===== config.mk =====
export PLATFORM = sky130hd
export DESIGN_NAME = mmio_responder_flat
export DESIGN_NICKNAME = d
export VERILOG_FILES = /design/src/rtl/mmio_responder_if.sv /design/src/rtl/mmio_responder.sv /design/src/flat_wrapper.sv
export SDC_FILE = /design/constraint.sdc
export NUM_CORES = 1
export LEC_CHECK = 0
export CAP_MARGIN = 20
export CORE_AREA = 4 4 151 153
export DETAILED_ROUTE_END_ITERATION = 8
export DIE_AREA = 0 0 155 157
export GPL_TIMING_DRIVEN = 0
export HOLD_SLACK_MARGIN = 0.03
export PLACE_DENSITY_LB_ADDON = 0.05
export SLEW_MARGIN = 20
export SYNTH_ARGS = -nofsm -noshare
export SYNTH_HDL_FRONTEND = slang
export SYNTH_SLANG_ARGS = --single-unit

===== constraint.sdc =====
create_clock -name clk -period 2.95 [get_ports clk]
set_clock_uncertainty 0.1 [all_clocks]
set_input_delay 0.59 -clock clk [delete_from_list [all_inputs] [get_ports clk]]
set_output_delay 0.59 -clock clk [all_outputs]
set_load 0.03 [all_outputs]

===== src/rtl/mmio_responder_if.sv =====
// CPU data-port view of the MMIO register window: store/load strobes in, load data and window hit out.
interface mmio_responder_if #(
   parameter int unsigned ADDR_W = 10
) ();
   logic              mem_write;
   logic [1:0]        swhb;
   logic [1:0]        lwhb;
   logic [ADDR_W-1:0] addr;
   logic [31:0]       wdata;
   logic [31:0]       rdata;
   logic              hit;

   modport master (
      output mem_write, swhb, lwhb, addr, wdata,
      input  rdata, hit
   );

   modport slave (
      input  mem_write, swhb, lwhb, addr, wdata,
      output rdata, hit
   );
endinterface


===== src/rtl/mmio_responder.sv =====
// Board peripheral registers (switches, 7-seg, debounced button, timer with compare IRQ)
// mapped into a 32-byte window on the CPU data port.
module mmio_responder #(
   parameter int unsigned       ADDR_W    = 10,
   parameter logic [ADDR_W-1:0] BASE      = ADDR_W'(10'h3E0),
   parameter logic [19:0]       DB_CYCLES = 20'd50000
) (
   input  logic               clk,
   input  logic               rstn,
   mmio_responder_if.slave    bus,
   input  logic [15:0]        sw_i,
   input  logic               btn_i,
   output logic [31:0]        seg_data,
   output logic               irq
);
   localparam int unsigned DATA_W  = 32;
   localparam int unsigned SW_W    = 16;
   localparam int unsigned DB_W    = 20;
   localparam int unsigned WIN_LSB = 5;

   localparam logic [2:0] REG_SW   = 3'd0;
   localparam logic [2:0] REG_SEG  = 3'd1;
   localparam logic [2:0] REG_BTN  = 3'd2;
   localparam logic [2:0] REG_CNT  = 3'd3;
   localparam logic [2:0] REG_CMP  = 3'd4;
   localparam logic [2:0] REG_CTRL = 3'd5;

   logic [SW_W-1:0]   sw_s1_q, sw_s1_d, sw_s2_q, sw_s2_d;
   logic              btn_s1_q, btn_s1_d, btn_s2_q, btn_s2_d;
   logic [DB_W-1:0]   db_cnt_q, db_cnt_d;
   logic              db_lvl_q, db_lvl_d, db_prev_q, db_prev_d;
   logic              press_q, press_d;
   logic [DATA_W-1:0] seg_q, seg_d, cnt_q, cnt_d, cmp_q, cmp_d;
   logic              match_q, match_d, irq_en_q, irq_en_d;

   logic [2:0]        reg_sel;
   logic [1:0]        bsel;
   logic [3:0]        wr_mask;
   logic [DATA_W-1:0] wr_rep, bit_mask;
   logic              wr_go;
   logic [DATA_W-1:0] rd_word, rd_shift, rdata_c;

   function automatic logic [DATA_W-1:0] merge(input logic [DATA_W-1:0] old,
                                               input logic [DATA_W-1:0] rep,
                                               input logic [DATA_W-1:0] bm);
      return (old & ~bm) | (rep & bm);
   endfunction

   assign reg_sel  = bus.addr[4:2];
   assign bsel     = bus.addr[1:0];
   assign bus.hit  = (bus.addr[ADDR_W-1:WIN_LSB] == BASE[ADDR_W-1:WIN_LSB]);
   assign bus.rdata = rdata_c;
   assign seg_data = seg_q;
   assign irq      = match_q & irq_en_q;

   // Store lane mask; misaligned halves/words and swhb=11 leave the mask empty.
   always_comb begin
      wr_mask = 4'b0000;
      wr_rep  = bus.wdata;
      case (bus.swhb)
         2'b10: begin
            wr_mask = 4'b0001 << bsel;
            wr_rep  = {4{bus.wdata[7:0]}};
         end
         2'b01: begin
            if (!bsel[0]) wr_mask = bsel[1] ? 4'b1100 : 4'b0011;
            wr_rep = {2{bus.wdata[15:0]}};
         end
         2'b00: begin
            if (bsel == 2'b00) wr_mask = 4'b1111;
         end
         default: wr_mask = 4'b0000;
      endcase
      bit_mask = {{8{wr_mask[3]}}, {8{wr_mask[2]}}, {8{wr_mask[1]}}, {8{wr_mask[0]}}};
      wr_go    = bus.mem_write & bus.hit & (wr_mask != 4'b0000);
   end

   always_comb begin
      rd_word = '0;
      case (reg_sel)
         REG_SW:   rd_word = {16'h0, sw_s2_q};
         REG_SEG:  rd_word = seg_q;
         REG_BTN:  rd_word = {30'h0, db_lvl_q, press_q};
         REG_CNT:  rd_word = cnt_q;
         REG_CMP:  rd_word = cmp_q;
         REG_CTRL: rd_word = {30'h0, irq_en_q, match_q};
         default:  rd_word = '0;
      endcase
      rd_shift = rd_word >> {bsel, 3'b000};
      rdata_c  = '0;
      case (bus.lwhb)
         2'b10:   rdata_c = {24'h0, rd_shift[7:0]};
         2'b01:   rdata_c = bsel[0] ? '0 : {16'h0, rd_shift[15:0]};
         default: rdata_c = (bsel != 2'b00) ? '0 : rd_word;
      endcase
      if (!bus.hit) rdata_c = '0;
   end

   always_comb begin
      sw_s1_d   = sw_i;
      sw_s2_d   = sw_s1_q;
      btn_s1_d  = btn_i;
      btn_s2_d  = btn_s1_q;
      db_cnt_d  = db_cnt_q;
      db_lvl_d  = db_lvl_q;
      db_prev_d = db_lvl_q;
      press_d   = press_q;
      seg_d     = seg_q;
      cnt_d     = cnt_q + 32'd1;
      cmp_d     = cmp_q;
      match_d   = match_q;
      irq_en_d  = irq_en_q;

      // A bounce back to the debounced level restarts the stability count.
      if (btn_s2_q == db_lvl_q) begin
         db_cnt_d = '0;
      end else if (db_cnt_q == DB_CYCLES - 20'd1) begin
         db_lvl_d = btn_s2_q;
         db_cnt_d = '0;
      end else begin
         db_cnt_d = db_cnt_q + 20'd1;
      end

      if (wr_go) begin
         case (reg_sel)
            REG_SEG:  seg_d = merge(seg_q, wr_rep, bit_mask);
            REG_CNT:  cnt_d = merge(cnt_q, wr_rep, bit_mask);
            REG_CMP:  cmp_d = merge(cmp_q, wr_rep, bit_mask);
            REG_BTN:  if (bit_mask[0] & wr_rep[0]) press_d = 1'b0;
            REG_CTRL: begin
               if (bit_mask[0] & wr_rep[0]) match_d = 1'b0;
               if (bit_mask[1]) irq_en_d = wr_rep[1];
            end
            default: ;
         endcase
      end

      // Sticky flags: a set in the same cycle as a clear wins.
      if (db_lvl_q & ~db_prev_q) press_d = 1'b1;
      if (cnt_q == cmp_q) match_d = 1'b1;
   end

   always_ff @(posedge clk or negedge rstn) begin
      if (!rstn) begin
         sw_s1_q   <= '0;
         sw_s2_q   <= '0;
         btn_s1_q  <= 1'b0;
         btn_s2_q  <= 1'b0;
         db_cnt_q  <= '0;
         db_lvl_q  <= 1'b0;
         db_prev_q <= 1'b0;
         press_q   <= 1'b0;
         seg_q     <= '0;
         cnt_q     <= '0;
         cmp_q     <= 32'hFFFF_FFFF;
         match_q   <= 1'b0;
         irq_en_q  <= 1'b0;
      end else begin
         sw_s1_q   <= sw_s1_d;
         sw_s2_q   <= sw_s2_d;
         btn_s1_q  <= btn_s1_d;
         btn_s2_q  <= btn_s2_d;
         db_cnt_q  <= db_cnt_d;
         db_lvl_q  <= db_lvl_d;
         db_prev_q <= db_prev_d;
         press_q   <= press_d;
         seg_q     <= seg_d;
         cnt_q     <= cnt_d;
         cmp_q     <= cmp_d;
         match_q   <= match_d;
         irq_en_q  <= irq_en_d;
      end
   end
endmodule


===== src/flat_wrapper.sv =====
// flat-port wrapper written by rule: the top's interface ports become plain ports
module mmio_responder_flat 
#(
   parameter int unsigned       ADDR_W    = 10,
   parameter logic [ADDR_W-1:0] BASE      = ADDR_W'(10'h3E0),
   parameter logic [19:0]       DB_CYCLES = 20'd50000
)
  (clk, rstn, sw_i, btn_i, seg_data, irq, bus_mem_write, bus_swhb, bus_lwhb, bus_addr, bus_wdata, bus_rdata, bus_hit);
  mmio_responder_if #(.ADDR_W(ADDR_W)) bus_i ();
  input  logic clk;
  input  logic rstn;
  input  logic [15:0] sw_i;
  input  logic btn_i;
  output logic [31:0] seg_data;
  output logic irq;
  input wire logic [$bits(bus_i.mem_write)-1:0] bus_mem_write;
  input wire logic [$bits(bus_i.swhb)-1:0] bus_swhb;
  input wire logic [$bits(bus_i.lwhb)-1:0] bus_lwhb;
  input wire logic [$bits(bus_i.addr)-1:0] bus_addr;
  input wire logic [$bits(bus_i.wdata)-1:0] bus_wdata;
  output wire logic [$bits(bus_i.rdata)-1:0] bus_rdata;
  output wire logic [$bits(bus_i.hit)-1:0] bus_hit;
  assign bus_i.mem_write = bus_mem_write;
  assign bus_i.swhb = bus_swhb;
  assign bus_i.lwhb = bus_lwhb;
  assign bus_i.addr = bus_addr;
  assign bus_i.wdata = bus_wdata;
  assign bus_rdata = bus_i.rdata;
  assign bus_hit = bus_i.hit;
  mmio_responder #(.ADDR_W(ADDR_W), .BASE(BASE), .DB_CYCLES(DB_CYCLES)) u_core (.clk(clk), .rstn(rstn), .bus(bus_i), .sw_i(sw_i), .btn_i(btn_i), .seg_data(seg_data), .irq(irq));
endmodule

==> impl_results.md <==
* Gpl congestion at 0.9265
* Crit path largest cell delay at 0.35 ns
* Via density per instance at 5.758
* Final hold slack at 0.2387 ns
* Mapped Nets at 1,009
* Rel. slew slack at 0.4240
* Clock buffers created by TritonCTS at 17
* Row count at 54
* # IOs at 132
* Clock power frac at 0.393
* Max FO, Critical Path at 10
* Initial core utilization at 0.4018
* Switching Share at 0.3246
* RSZ-0062 raised after global routing: yes
* CP Cell Sequence: clkdlybuf4s15_2 > clkbuf_4 > nor2b_1 > nand2_1 > o22a_1 > o32ai_2 > buf_4
* Worst EP arrival at 2.25 ns
* Register area share after synthesis at 0.4525
* # fillers at 2,028
* Synth Warn # at 0
* # H-tree levels at 4
* Setup ws final at 0.005749 ns
* Finished Layout Cells at 1,393
* Pre-antenna DRT Iters at 5
* Tmin final at 2.944 ns
* Maximum clock frequency at 339.6 MHz
* Pwr dens at 482.3 mW/mm^2
* Max-slew violations at 0
* DP HPWL at 23.78 mm
* Clk pin slew, worst setup/hold paths at 0.07 ns
* Vias in the first global route at 7,885
* DIE WIDTH at 155 microns
* Post-DP Area at 0.01038 sq mm
* Sum Neg Setup Slack at 0 ns
* Mapped Area at 0.008661 sq mm
* Cells after Synth at 935
* Ys async rst share at 1.000
* Worst path slowest cell: clkdlybuf4s15_2
* Max clock buf depth at 2
* Proportion of layout cells with a drive suffix above 1 at 0.2363
* Final WL at 32.11 mm
* Register bit total from synthesis at 155
* Post-route ant nets at 0
* Outcome: completed
* Worst Setup End Kind: output pin
* Worst slew pin tran at 0.8574 ns
* Final worst path period share at 0.9981
* Placed cells at 1,343
* Routed len/inst at 23.05 microns
* Seq pwr share at 0.429
* Post-synthesis cell type count at 59
* Power Internal at 3.771 mW
* Post-layout util at 0.5372
* Part of the power in combinational logic at 0.179
* 1st-iter DRT viols at 677
* EDFF count, synth at 0
* Final hold vios at 0
* Sw power at 1.813 mW
* Port buffer count at 127
* Largest net degree at the start of global routing at 90
* Hold crit path type: reg2reg
* Initial antenna violation count at 0
* Root buffer cell: clkbuf_16
* Dpl ws at -1.699 ns
* Most used DFF post-synth: dfrtp_1
* Remaining DRCs at 0
* Core area at 0.02155 sq mm
* CTS sink cnt at 155
* Area Growth Syn to Fin at 33.69%
* Endpoints failing setup at 0
* Diode count at 0
* First-pass GRT wire length at 49.07 mm
* Number of max-cap violations at 0
* Die area at 0.02434 sq mm
* P_leak at 4.727 nW
* Req. time, crit path at 2.26 ns
* Crit-path leading delay family: buffers and inverters
* Worst skew pair latency at 0.44 ns
* GRT overflow at 0
* DIE HEIGHT at 157 microns
* Nets at 1,174
* Final instance area at 0.01158 sq mm
* IR drop worst, VDD at 321.1 uV
* Total global-route track usage at 0.2652
* CP bufs+invs at 3
* Critical path type: in2out
* Average size of a mapped cell at 9.263 sq um
* DR vias at 8,021
* Startpoint Class: input pin
* TritonCTS clock tree: yes
* Tot Pwr at 5.584 mW
-- cells in the final DEF (no fill, tap or decap), types with 29 or more instances in the layout --
master,netlist,routed
nor2_1,116,108
mux2_2,35,35
xnor2_1,38,38
buf_4,0,38
clkdlybuf4s50_1,0,85
a21oi_1,58,48
dfstp_2,32,32
o21ai_0,56,48
nand3_1,30,29
nand2_1,71,70
dfrtp_1,123,123
mux2i_1,40,38
-- metal layers --
| layer | up-vias | part of all wire | GRT usage | wire [microns] |
|---|---|---|---|---|
| met5 | - | 0 | 0 | 0 |
| met4 | 0 | 0.027 | 0.08663 | 871 |
| met3 | 64 | 0.076 | 0.06214 | 2453 |
| met1 | 3915 | 0.45 | 0.3800 | 14540 |
| li1 | 3692 | - | - | - |
| met2 | 350 | 0.44 | 0.3978 | 14250 |
-- path summary, 6_finish.rpt --
path	startpoint	to	slack, ns	cells past startpoint
min in group asynchronous	rstn	asynchronous set/reset pin	0.57	2
worst min register to register	u_core.sw_s1_q[6]	u_core.sw_s2_q[6]	0.24	0
worst max register to register	register	register	0.35	7
max in group asynchronous	rstn	asynchronous set/reset pin	1.27	3
worst min-delay path	u_core.sw_s1_q[6]	u_core.sw_s2_q[6]	0.24	0
worst max-delay path	bus_addr[0]	bus_rdata[2]	0.006	7
-- cell usage after synthesis (2+ instances only) --
master | number | area [sq um]
o22ai_1 | 15 | 93.84
nand4_1 | 25 | 156.4
a211oi_1 | 15 | 112.6
o21a_1 | 2 | 15.01
dfrtp_1 | 123 | 3078
nor2_1 | 116 | 435.4
ha_1 | 8 | 100.1
nand2_1 | 71 | 266.5
a311oi_1 | 9 | 78.83
inv_1 | 23 | 86.33
mux2i_1 | 40 | 400.4
xor2_1 | 13 | 113.9
o32a_1 | 2 | 20.02
or2_2 | 4 | 25.02
nand2b_1 | 5 | 31.28
and2_0 | 2 | 12.51
nand3b_1 | 3 | 22.52
nor2b_1 | 13 | 81.33
nor3_1 | 18 | 90.09
or4_1 | 2 | 15.01
buf_2 | 3 | 15.01
mux2_2 | 35 | 394.1
o21ai_0 | 56 | 280.3
clkbuf_1 | 57 | 214.0
a21oi_1 | 58 | 290.3
and4_1 | 3 | 26.28
nand3_1 | 30 | 150.1
a31oi_1 | 8 | 50.05
or3_1 | 4 | 25.02
and3_1 | 13 | 81.33
buf_1 | 5 | 18.77
a2111oi_0 | 3 | 26.28
o211ai_1 | 4 | 30.03
a2111o_1 | 2 | 22.52
a2bb2oi_1 | 4 | 35.03
dfstp_2 | 32 | 840.8
nor4_1 | 10 | 62.56
a22oi_1 | 25 | 187.7
a221oi_1 | 4 | 35.03
mux2_1 | 8 | 90.09
and2_1 | 7 | 43.79
xnor2_1 | 38 | 332.8
-- final cells by class --
type | instances | area [sq um] | share of cell area
buffer | 56 | 397.9 | 0.03436
clock buffer | 19 | 442.9 | 0.03825
clock inverter | 13 | 120.1 | 0.01037
inverter | 23 | 88.84 | 0.007672
multi-input combinational | 692 | 4835 | 0.4175
sequential | 155 | 3919 | 0.3384
tap | 280 | 350.3 | 0.03026
timing repair buffer | 155 | 1425 | 0.1231
-- what timing repair did --
| item | in CTS | in global routing |
|---|---|---|
| resized for setup | 275 | 71 |
| hold buffers | 1 | 0 |
| endpoints found under the hold margin | 12 | 0 |
| buffers inserted | 14 | 11 |
| cloned | 0 | 1 |
| endpoints found under the setup margin | 123 | 121 |
| pin swaps | 11 | 9 |
-- kinds of logic (layout without fill, tap and decap cells) --
group                    Yosys count  in the layout  share of synthesized area
adder cells (fa/ha/maj)            8              8                    0.01156
multiplexers                      83             83                     0.1021
AO/OA/AOI/OAI                    220            220                     0.1625
AND/OR/NAND/NOR                  330            330                     0.1812
buffers and inverters             88            266                    0.03857
flip-flops                       155            155                     0.4525
XOR/XNOR                          51             51                    0.05157
-- power groups by stage --
stage                     Clock, mW  Combinational, mW  Sequential (mW)
final                          2.19              0.998             2.39
after CTS                      2.21              0.957             2.39
after detailed placement          0              0.909             2.41
after floorplan                   0              0.537             2.37
after global placement            0              0.908             2.41
after global routing           2.32               1.08             2.41
No activity file was read; power rests on OpenSTA's default activity.
